[config.mk]
export PLATFORM = sky130hd
export DESIGN_NAME = cv32e40p_instr_aligner_flat
export DESIGN_NICKNAME = d
export VERILOG_FILES = /design/src/rtl/cv32e40p_instr_aligner_if.sv /design/src/rtl/cv32e40p_instr_aligner.sv /design/src/flat_wrapper.sv
export SDC_FILE = /design/constraint.sdc
export NUM_CORES = 1
export LEC_CHECK = 0
export BUFFER_PORTS_ARGS = -buffer_cell sky130_fd_sc_hd__buf_2
export CAP_MARGIN = 20
export CORE_MARGIN = 3
export CORE_UTILIZATION = 55
export DETAILED_ROUTE_END_ITERATION = 7
export GPL_TIMING_DRIVEN = 0
export PLACE_DENSITY = 0.89
export SYNTH_ARGS = -nofsm -noshare
export SYNTH_HDL_FRONTEND = slang
export SYNTH_SLANG_ARGS = --single-unit
[constraint.sdc]
create_clock -name clk_i -period 6 [get_ports clk_i]
set_clock_uncertainty 0.1 [all_clocks]
set_input_delay 0.6 -clock clk_i [delete_from_list [all_inputs] [get_ports clk_i]]
set_output_delay 0.6 -clock clk_i [all_outputs]
set_load 0.05 [all_outputs]
[src/rtl/cv32e40p_instr_aligner_if.sv]
// Handshake bundle between prefetch FIFO, instruction aligner and decode.
interface cv32e40p_instr_aligner_if;
  logic        fetch_valid_i;
  logic [31:0] fetch_rdata_i;
  logic        fetch_ready_o;
  logic        instr_valid_o;
  logic        instr_ready_i;
  logic [31:0] instr_o;
  logic        instr_compressed_o;
  logic [31:0] pc_o;
  logic        branch_i;
  logic [31:0] branch_addr_i;

  modport slave (
    input  fetch_valid_i, fetch_rdata_i, instr_ready_i, branch_i, branch_addr_i,
    output fetch_ready_o, instr_valid_o, instr_o, instr_compressed_o, pc_o
  );

  modport master (
    output fetch_valid_i, fetch_rdata_i, instr_ready_i, branch_i, branch_addr_i,
    input  fetch_ready_o, instr_valid_o, instr_o, instr_compressed_o, pc_o
  );
endinterface

[src/rtl/cv32e40p_instr_aligner.sv]
// Instruction aligner: splits 32-bit fetch words into 16/32-bit instructions,
// reassembling 32-bit instructions that straddle a word boundary.
module cv32e40p_instr_aligner #(
  parameter logic [31:0] RESET_PC = 32'h0000_0080
) (
  input logic                       clk_i,
  input logic                       rst_ni,
  cv32e40p_instr_aligner_if.slave   bus
);

  localparam logic [1:0] ALIGNED = 2'd0;
  localparam logic [1:0] MIS32   = 2'd1;
  localparam logic [1:0] MIS16   = 2'd2;
  localparam logic [1:0] BR_MIS  = 2'd3;

  logic [1:0]  state_q, state_d;
  logic [15:0] half_q, half_d;
  logic [31:0] pc_q, pc_d;

  logic [31:0] w;
  logic        fv;
  logic        valid;
  logic        fready;
  logic [31:0] instr;
  logic        comp;
  logic        unused_addr_bit0;

  assign w  = bus.fetch_rdata_i;
  assign fv = bus.fetch_valid_i;
  assign unused_addr_bit0 = bus.branch_addr_i[0];

  always_comb begin
    state_d = state_q;
    half_d  = half_q;
    pc_d    = pc_q;
    valid   = 1'b0;
    fready  = 1'b0;
    instr   = w;
    comp    = 1'b0;

    case (state_q)
      ALIGNED: begin
        valid = fv;
        if (w[1:0] == 2'b11) begin
          instr = w;
          comp  = 1'b0;
          if (fv && bus.instr_ready_i) begin
            fready = 1'b1;
            pc_d   = pc_q + 32'd4;
          end
        end else begin
          instr = {16'h0000, w[15:0]};
          comp  = 1'b1;
          if (fv && bus.instr_ready_i) begin
            fready  = 1'b1;
            half_d  = w[31:16];
            pc_d    = pc_q + 32'd2;
            state_d = (w[17:16] == 2'b11) ? MIS32 : MIS16;
          end
        end
      end
      MIS32: begin
        valid = fv;
        instr = {w[15:0], half_q};
        comp  = 1'b0;
        if (fv && bus.instr_ready_i) begin
          fready  = 1'b1;
          half_d  = w[31:16];
          pc_d    = pc_q + 32'd4;
          state_d = (w[17:16] == 2'b11) ? MIS32 : MIS16;
        end
      end
      MIS16: begin
        // Served entirely from half_q, so the FIFO head is irrelevant here.
        valid = 1'b1;
        instr = {16'h0000, half_q};
        comp  = 1'b1;
        if (bus.instr_ready_i) begin
          pc_d    = pc_q + 32'd2;
          state_d = ALIGNED;
        end
      end
      default: begin
        // BR_MIS: drop the lower halfword that precedes the branch target.
        if (fv) begin
          fready  = 1'b1;
          half_d  = w[31:16];
          state_d = (w[17:16] == 2'b11) ? MIS32 : MIS16;
        end
      end
    endcase

    if (bus.branch_i) begin
      valid   = 1'b0;
      fready  = 1'b0;
      half_d  = half_q;
      pc_d    = {bus.branch_addr_i[31:1], 1'b0};
      state_d = bus.branch_addr_i[1] ? BR_MIS : ALIGNED;
    end
  end

  always_ff @(posedge clk_i or negedge rst_ni) begin
    if (!rst_ni) begin
      state_q <= ALIGNED;
      half_q  <= '0;
      pc_q    <= RESET_PC;
    end else begin
      state_q <= state_d;
      half_q  <= half_d;
      pc_q    <= pc_d;
    end
  end

  assign bus.instr_valid_o      = valid;
  assign bus.fetch_ready_o      = fready;
  assign bus.instr_o            = instr;
  assign bus.instr_compressed_o = comp;
  assign bus.pc_o               = pc_q;

endmodule

[src/flat_wrapper.sv]
// flat-port wrapper written by rule: the top's interface ports become plain ports
module cv32e40p_instr_aligner_flat 
#(
  parameter logic [31:0] RESET_PC = 32'h0000_0080
)
  (clk_i, rst_ni, bus_fetch_valid_i, bus_fetch_rdata_i, bus_instr_ready_i, bus_branch_i, bus_branch_addr_i, bus_fetch_ready_o, bus_instr_valid_o, bus_instr_o, bus_instr_compressed_o, bus_pc_o);
  cv32e40p_instr_aligner_if bus_i ();
  input logic clk_i;
  input logic rst_ni;
  input wire logic [$bits(bus_i.fetch_valid_i)-1:0] bus_fetch_valid_i;
  input wire logic [$bits(bus_i.fetch_rdata_i)-1:0] bus_fetch_rdata_i;
  input wire logic [$bits(bus_i.instr_ready_i)-1:0] bus_instr_ready_i;
  input wire logic [$bits(bus_i.branch_i)-1:0] bus_branch_i;
  input wire logic [$bits(bus_i.branch_addr_i)-1:0] bus_branch_addr_i;
  output wire logic [$bits(bus_i.fetch_ready_o)-1:0] bus_fetch_ready_o;
  output wire logic [$bits(bus_i.instr_valid_o)-1:0] bus_instr_valid_o;
  output wire logic [$bits(bus_i.instr_o)-1:0] bus_instr_o;
  output wire logic [$bits(bus_i.instr_compressed_o)-1:0] bus_instr_compressed_o;
  output wire logic [$bits(bus_i.pc_o)-1:0] bus_pc_o;
  assign bus_i.fetch_valid_i = bus_fetch_valid_i;
  assign bus_i.fetch_rdata_i = bus_fetch_rdata_i;
  assign bus_i.instr_ready_i = bus_instr_ready_i;
  assign bus_i.branch_i = bus_branch_i;
  assign bus_i.branch_addr_i = bus_branch_addr_i;
  assign bus_fetch_ready_o = bus_i.fetch_ready_o;
  assign bus_instr_valid_o = bus_i.instr_valid_o;
  assign bus_instr_o = bus_i.instr_o;
  assign bus_instr_compressed_o = bus_i.instr_compressed_o;
  assign bus_pc_o = bus_i.pc_o;
  cv32e40p_instr_aligner #(.RESET_PC(RESET_PC)) u_core (.clk_i(clk_i), .rst_ni(rst_ni), .bus(bus_i));
endmodule
Word level (Yosys, flattened, before mapping):

Index checks and enable logic that the tools add are counted.

* add/sub/neg operators: 2
* multiply operators: 0
* divide/modulo/power cells: 0
* $lt $le $gt $ge: 0
* equal/unequal tests: 8
* shifts and indexed selects: 0
* mux-type cells: 28
* bitwise operators: 2
* reductions and logical operators: 9

Operators with widths (number)
* two-way mux 32 bit: 6
* one-hot mux 32 bit (3 select lines): 2
* two-way mux 16 bit: 3
* one-hot mux 16 bit (3 select lines): 1
* adder 32 x 2 -> 32 bit, second input constant: 1
* adder 32 x 3 -> 32 bit, second input constant: 1
* two-way mux 2 bit: 7
* equality test 2 bit, second input constant: 3
* != test 3 bit, second input constant: 2
* one-hot mux 1 bit (2 select lines): 3
* one-hot mux 2 bit (3 select lines): 1
* AND reduction 3 bit: 2
* two-way mux 1 bit: 5
* nonzero test 5 bit: 1
* != test 4 x 2 -> 1 bit, second input constant: 1
* AND reduction 4 bit: 1
* nonzero test 4 bit: 1
* nonzero test 3 bit: 1
* equality test 2 x 1 -> 1 bit, second input constant: 1
* zero test 2 bit: 1
* != test 2 bit, second input constant: 1
* inverter 1 bit: 2
* OR reduction 2 bit: 1
* logical AND 1 bit: 1

* register bits: 50
* latch bits: 0
* bits in writable memories: 0
* ROM bits: 0
* logic and storage cells: 52
* memories: 0

Depth between registers and ports, before layout:

Gate-level depths: netlist of the first run.

* depth after elaboration: 6
* gate-level depth with buffers: 10

Worst setup path after synthesis of the first run:

OpenSTA, ideal clock, no wires.

* path kind: in2out
* from: in bus_branch_i
* to: out bus_instr_valid_o
* arrival time: 2399 ps
* data required time: 5300 ps
* setup slack: 2901 ps
* stages: 4
* path buffers: 3
* cell sequence: clkbuf_1 > clkbuf_1 > buf_1 > a211oi_1

* word-level cells in the longest chain between the ends: 1

Ends and longest elaborated chain
* start: declaration: RTL line flat_wrapper.sv:13 `input wire logic [$bits(bus_i.branch_i)-1:0] bus_branch_i;`
* two-way mux 1 bit: RTL line cv32e40p_instr_aligner.sv:93 `if (bus.branch_i) begin`
* end: declaration: RTL line flat_wrapper.sv:16 `output wire logic [$bits(bus_i.instr_valid_o)-1:0] bus_instr_valid_o;`

No other way between the ends.

Worst setup path in the final report of the first run:

* from: reg u_core.state_q[0]
* to: out bus_instr_o[10]

* word-level cells in the longest chain between the ends: 2
* elaborated cells between the ends (all ways): 4
* those cells by class: eq/ne: 2; mux: 1; reduce/logical: 1

Ends and longest elaborated chain
* start: declaration: RTL line cv32e40p_instr_aligner.sv:16 `logic [1:0] state_q, state_d;`
* start signal: assignment: RTL line cv32e40p_instr_aligner.sv:108 `state_q <= state_d;`
* equality test 2 bit, or another cell as far along: RTL line cv32e40p_instr_aligner.sv:41 `case (state_q)`
* one-hot mux 32 bit (3 select lines) (*): RTL line cv32e40p_instr_aligner.sv:41
* end: declaration: RTL line flat_wrapper.sv:17 `output wire logic [$bits(bus_i.instr_o)-1:0] bus_instr_o;`

Every way passes the cells marked *; elsewhere a longest branch is shown, timed or not.

==> metrics.txt, run 1 <==
GPL Wtd Cong 1.07; Final Slew Violations 0; crit path launch type flop; leading area contributor after synthesis dfrtp_1; EDFF count, synth 0; count of cell types in the netlist 65; Post-CTS Resized 0; Post-synth ARST share 1.00; run status completed; Final Critical Period 3.50 ns; Least-Margin Pin Slew 1.03 ns; nets 685; Synth-to-Final Area Change 23.2%; core area 0.00683 mm2; vias in the first global route 4829; IR drop worst, VDD 0.000207 V; H-tree depth 2; final worst path period share 0.583; top_reg_cell synth dfrtp_1; Synth area leaders dfrtp_1, a22o_1, mux2_2; fraction of layout cells with a size suffix above 1 0.295; Die Area 0.00811 mm2; initial antenna violation count 0; PD cells 358 mW/mm2; fill count 599; most common cell after layout, fill and taps aside buf_2; CTS Sinks 49; detailed-route wire length per cell 23.2 um; crit path cell chain inv_1 > ha_1 > clkbuf_1 > nor2_1 > nor2_1 > clkbuf_1 > a22o_1 > buf_2; cell leakage power 2.09 nW; Remaining Overflow, GRT 0; Vias/cell 6.99; Post-Syn Area 0.00389 mm2; CTS buffer count 5; Final Cell Area 0.00479 mm2; crit path max fanout 10; Rows 30; Setup CP Type reg -> out; gate count after technology mapping 468; DRT antenna net count 0; Synth Register Bits 49; Clock Tree Buf Depth 2; RSZ-0062 raised after global routing false; syn avg cell area 8.30 um2; post-DP HPWL 12100 um; Layout Utilization 0.701; postcts setup bufs 0; pin count of the biggest net entering global routing 50; Yosys top cell area share 0.309; Max-Cap Viols 0; Ant. Diodes 0; Total Routed Length 16400 um; synth warn 0; Global Route Usage Sum 0.391; Reg2Reg Capture Point u_core.bus.pc_o[23]; final hold violation count 0; dpl cell area 0.00468 mm2; slowest cell on the critical path dfrtp_1; Starting Density 0.569; port buffer count 133; WP data arrival 2.80 ns; type of the most critical hold path in -> async; global-route wire length before repair 25500 um; Vias 4943; root buffer cell clkbuf_8; cell depth of the worst flop-to-flop path 7; reg2reg setup slack 2.59 ns; syn nets 543; f_max 286 MHz; post-route setup TNS 0 ns; Crit. End Element output pin; CP max stage delay 0.46 ns; CP Data Required Time 5.30 ns; Clock Pin Slew Worst Setup and Hold Paths 0.11 ns; Hold-fix buffers, CTS 0; Setup-failing EPs final 0; max_slew headroom 0.308; Initial DRC Count 549; worst reg2reg path startpoint u_core.state_q[1]; die width 90.1 um; I/O pin count 136; Die Y 90.1 um; Pre-antenna DRT Iters 6; commonest non-fill, non-tap cells in the layout buf_2, dfrtp_1, nand2_1; CTS tree done; # DRC 0; worst-skew pair later-pin latency 0.32 ns; post-synthesis sequential area ratio 0.316
cell type report:
| type | count | area [um2] | share of cell area |
|---|---|---|---|
| plain buffers | 33 | 138 | 0.0288 |
| flip-flops and latches | 49 | 1230 | 0.256 |
| repair buffers | 135 | 689 | 0.144 |
| clock buffers | 5 | 68.8 | 0.0144 |
| inverters | 14 | 52.6 | 0.0110 |
| clock inverters | 3 | 21.3 | 0.00444 |
| well taps | 96 | 120 | 0.0251 |
| multi-input cells | 372 | 2470 | 0.516 |
critical path, delay by kind of cell (launching register included):
kind / cells / cell delay, ns
buffers and inverters: 4 / 1.14
adders and majority gates: 1 / 0.17
AOI/OAI and AO/OA: 1 / 0.21
and+or+nand+nor: 2 / 0.47
DFF: 1 / 0.46
flip-flops by register name (all words and copies together), names as in the netlist:
register,cells
u_core.bus.pc_o,31
u_core.half_q,16
u_core.state_q,2
cells by family after synthesis:
group	after synthesis	share of synthesized area
flops	49	0.316
compound gates	163	0.321
fa+ha+maj	6	0.0193
buf+inv	47	0.0489
mux	18	0.0515
other cells	1	0.000965
simple gates	184	0.242
metrics by stage:
stage	setup WS (ns)	total power [mW]	instances	hold WS [ns]
floorplan	2.90	1.18	468	0.204
global placement	2.68	1.44	697	0.390
detailed placement	2.75	1.47	698	0.395
CTS	2.59	1.68	706	0.384
global route	2.37	1.78	707	0.0445
finish	2.50	1.71	707	0.0294
worst max path at each step:
stage / startpoint / cells after the start / slack, ns / end
after floorplan: bus_branch_i / 4 / 2.90 / bus_instr_valid_o
after global placement: bus_branch_i / 6 / 2.68 / bus_instr_valid_o
after detailed placement: bus_branch_i / 6 / 2.75 / bus_instr_valid_o
after CTS: u_core.state_q[0] / 8 / 2.59 / bus_instr_o[11]
after global routing: u_core.state_q[0] / 8 / 2.37 / bus_instr_o[13]
final: u_core.state_q[0] / 8 / 2.50 / bus_instr_o[10]
synth_stat cells, types with 5 or more instances:
cell type,n
dfrtp_1,48
nand2_1,42
nor2_1,36
a22o_1,33
clkbuf_1,22
a21oi_1,20
nand4_1,20
nand3_1,19
mux2_2,16
inv_1,13
nor3_1,13
o211ai_1,13
nor4_1,12
o21ai_0,12
a31oi_1,10
a2bb2oi_1,8
buf_2,8
o21a_1,7
and3_1,6
ha_1,6
o31ai_1,6
or4_1,6
a41oi_1,5
o22ai_1,5
or2_2,5
or3_1,5
power breakdown:
part           internal, mW  total (mW)  switching, mW
Clock                0.0833       0.217          0.134
Sequential            0.401       0.495         0.0935
Combinational         0.284        1.00          0.719
routing by layer:
metal | global-route usage | vias to the layer above | share of wire
met5 | 0 | - | 0
met4 | 0.208 | 0 | 0.042
met3 | 0.0887 | 76 | 0.12
met2 | 0.610 | 429 | 0.46
met1 | 0.504 | 2311 | 0.38
li1 | - | 2127 | -
(Power assumes the default switching activity.)
==> inputs of run 2 (changes only) <==
Settings changed: ABC_AREA set to 1, CORE_UTILIZATION 55 to 48, PLACE_DENSITY 0.89 to 0.8.
Clock period 6 ns to 2.9 ns, I/O delays scaled along.
==> metrics.txt, run 2 <==
I/O pin count 136 (unchanged); run status completed; Global Route Usage Sum 0.301 (-0.0903); Setup-failing EPs final 0 (unchanged); Vias/cell 5.36 (-23%); WP depth 6 (-2); post-DP HPWL 12100 um (-0.23%); CTS tree done; crit path max fanout 10 (unchanged); EDFF count, synth 0 (unchanged); RSZ-0062 raised after global routing false; pin count of the biggest net entering global routing 35 (-30%); WP data arrival 2.37 ns (-0.43 ns); leading area contributor after synthesis dfrtp_1; Least-Margin Pin Slew 0.735 ns (-0.294 ns); Final Critical Period 2.76 ns; synth warn 0 (unchanged); hold path startpoint bus_branch_addr_i[22]; gate count after technology mapping 763 (+63%); PD cells 1370 mW/mm2 (+280%); cell depth of the worst flop-to-flop path 11 (+4); global-route wire length before repair 24900 um (-2.1%); Setup crit start u_core.state_q[1]; Final Slew Violations 0 (unchanged); GPL Wtd Cong 0.985 (-8.0%); CTS Sinks 49 (unchanged); Ant. Diodes 0 (unchanged); Reg2Reg Capture Point u_core.bus.pc_o[7]; Post-synth ARST share 1.00 (unchanged); commonest non-fill, non-tap cells in the layout nand2_1, buf_2, nor2_1; type of the most critical hold path in -> reg; slowest cell on the critical path dfrtp_1; nets 979 (+43%); f_max 362 MHz; Die Y 103 um (+15%); worst reg2reg path startpoint u_core.state_q[1]; CP endpoint bus_instr_o[8]; H-tree depth 2 (unchanged); Synth-to-Final Area Change 20.5%; Crit path max-delay family buffers and inverters; Overall Power 7.49 mW (+340%); Synth Register Bits 49 (unchanged); Starting Density 0.508 (-0.0612); Crit. End Element output pin; count of cell types in the netlist 42 (-35%); detailed-route wire length per cell 15.3 um (-34%); Clock Pin Slew Worst Setup and Hold Paths 0.11 ns (about the same); final worst path period share 0.953; DRT antenna net count 0 (unchanged); reg2reg setup slack 0.52 ns (-2.07 ns); syn nets 838 (+54%); Initial DRC Count 392 (-29%); Remaining Overflow, GRT 0 (unchanged); CP Data Required Time 2.51 ns (-2.79 ns); Post-Syn Area 0.00454 mm2 (+17%); top_reg_cell synth dfrtp_1; final hold violation count 0 (unchanged); crit path cell chain inv_1 > ha_1 > nor2_1 > clkbuf_1 > o22ai_1 > buf_2; CP max stage delay 0.44 ns (-0.02 ns); post-synthesis sequential area ratio 0.271 (-0.0452); initial antenna violation count 0 (unchanged); max_slew headroom 0.510 (+0.203); IR drop worst, VDD 0.000847 V (+310%); Rows 34 (+13%); Synth area leaders dfrtp_1, nand2_1, nor2_1; vias in the first global route 4983 (+3.2%); post-route setup TNS 0 ns (unchanged); WP buf/inv 3 (-1); worst-skew pair later-pin latency 0.32 ns (about the same); Clock Tree Buf Depth 2 (unchanged); crit path launch type flop; Vias 5427 (+9.8%); Setup CP Type reg -> out; syn avg cell area 5.94 um2 (-28%); top post-synthesis cells by count nand2_1, nor2_1, inv_1, nand3_1, dfrtp_1; Pre-antenna DRT Iters 7 (+1); Yosys top cell area share 0.265 (-0.0443); fraction of layout cells with a size suffix above 1 0.219 (-0.0758); Die Area 0.0107 mm2 (+31%); cell leakage power 2.99 nW (+43%); port buffer count 133 (unchanged); CTS buffer count 5 (unchanged); # DRC 0 (unchanged); Largest register FFs 31 (unchanged); most common cell after layout, fill and taps aside nand2_1; Total Routed Length 15500 um (-5.5%); root buffer cell clkbuf_8; Max-Cap Viols 0 (unchanged); die width 103 um (+15%); most common cell in the netlist nand2_1; core area 0.00893 mm2 (+31%)
run 2: changes by cell type in the layout (fill, tap and decap cells not counted), moves of 12 or more:
| cell | delta |
|---|---|
| nor2_1 | +60 |
| nand4_1 | -17 |
| clkbuf_1 | -15 |
| mux2_2 | -16 |
| o22ai_1 | +31 |
| o21ai_0 | +33 |
| a22o_1 | -33 |
| nand3_1 | +43 |
| nor4_1 | -12 |
| inv_1 | +78 |
| nand2_1 | +213 |
run 2: repair_timing:
action | CTS | global route
hold endpoints to repair | 15 | 0
endpoints found under the setup margin | 0 | 18
hold buffers | 1 | 0
resized for setup | 0 | 3
buffers inserted | 0 | 0
run 2: layout make-up:
| cell class | count | area [um2] |
|---|---|---|
| sequential | 49 | 1230 |
| buffer | 25 | 146 |
| fill | 944 | 3470 |
| multi-input combinational | 590 | 2790 |
| timing repair buffer | 135 | 696 |
| clock inverter | 2 | 17.5 |
| inverter | 98 | 368 |
| clock buffer | 6 | 82.6 |
| tap | 108 | 135 |
run 2: metal layers:
metal	track usage	vias up	part of all wire	routed length, um
li1	-	2716	-	-
met1	0.396	2419	0.42	6540
met2	0.496	253	0.47	7220
met3	0.0516	39	0.078	1220
met4	0.110	0	0.035	539
met5	0	-	0	0
run 2: worst min path at each step:
stage | end | cells past startpoint
2_1_floorplan | u_core.bus.pc_o[10] | 0
4_1_cts | u_core.bus.pc_o[22] | 3
3_3_place_gp | u_core.half_q[15] | 2
6_report | u_core.bus.pc_o[22] | 3
3_5_place_dp | u_core.bus.pc_o[3] | 1
5_1_grt | u_core.bus.pc_o[30] | 3
run 2: kinds of logic (layout without fill, tap and decap cells):
family	after synthesis	after routing	share of synthesized area
buffers and inverters	124	266	0.114
other	1	1	0.000827
AO/OA/AOI/OAI	122	122	0.151
AND/OR/NAND/NOR	458	458	0.441
adder cells (fa/ha/maj)	6	6	0.0166
flip-flops	49	49	0.271
XOR/XNOR	3	3	0.00579
run 2: report_power, final:
group / total [mW] / internal, mW / switching, mW
Sequential: 1.53 / 1.03 / 0.500
Clock: 0.467 / 0.199 / 0.268
Combinational: 5.50 / 1.42 / 4.08
Total: 7.49 / 2.65 / 4.85
run 2: through the flow:
step	hold slack [ns]	setup WS [ns]	instance area (um2)	utilization	instances
after floorplan	-0.106	0.469	4540	-	763
after global placement	0.370	0.484	5340	0.597	1004
after detailed placement	0.140	0.466	5360	0.600	1005
after CTS	0.109	0.106	5470	0.612	1014
after global routing	0.105	0.00822	5470	0.612	1013
final	0.103	0.137	5470	0.612	1013
run 2: worst reg2reg max path, stage by stage, from the launching register on:
cell and delay (ns):
dfrtp_1 0.44, inv_1 0.11, ha_1 0.33, inv_1 0.09, nand2_1 0.10, nand2_2 0.18
clkinv_1 0.34, o22ai_1 0.35, o21ai_0 0.13, nand2_1 0.08, nand2_1 0.05, inv_1 0.05
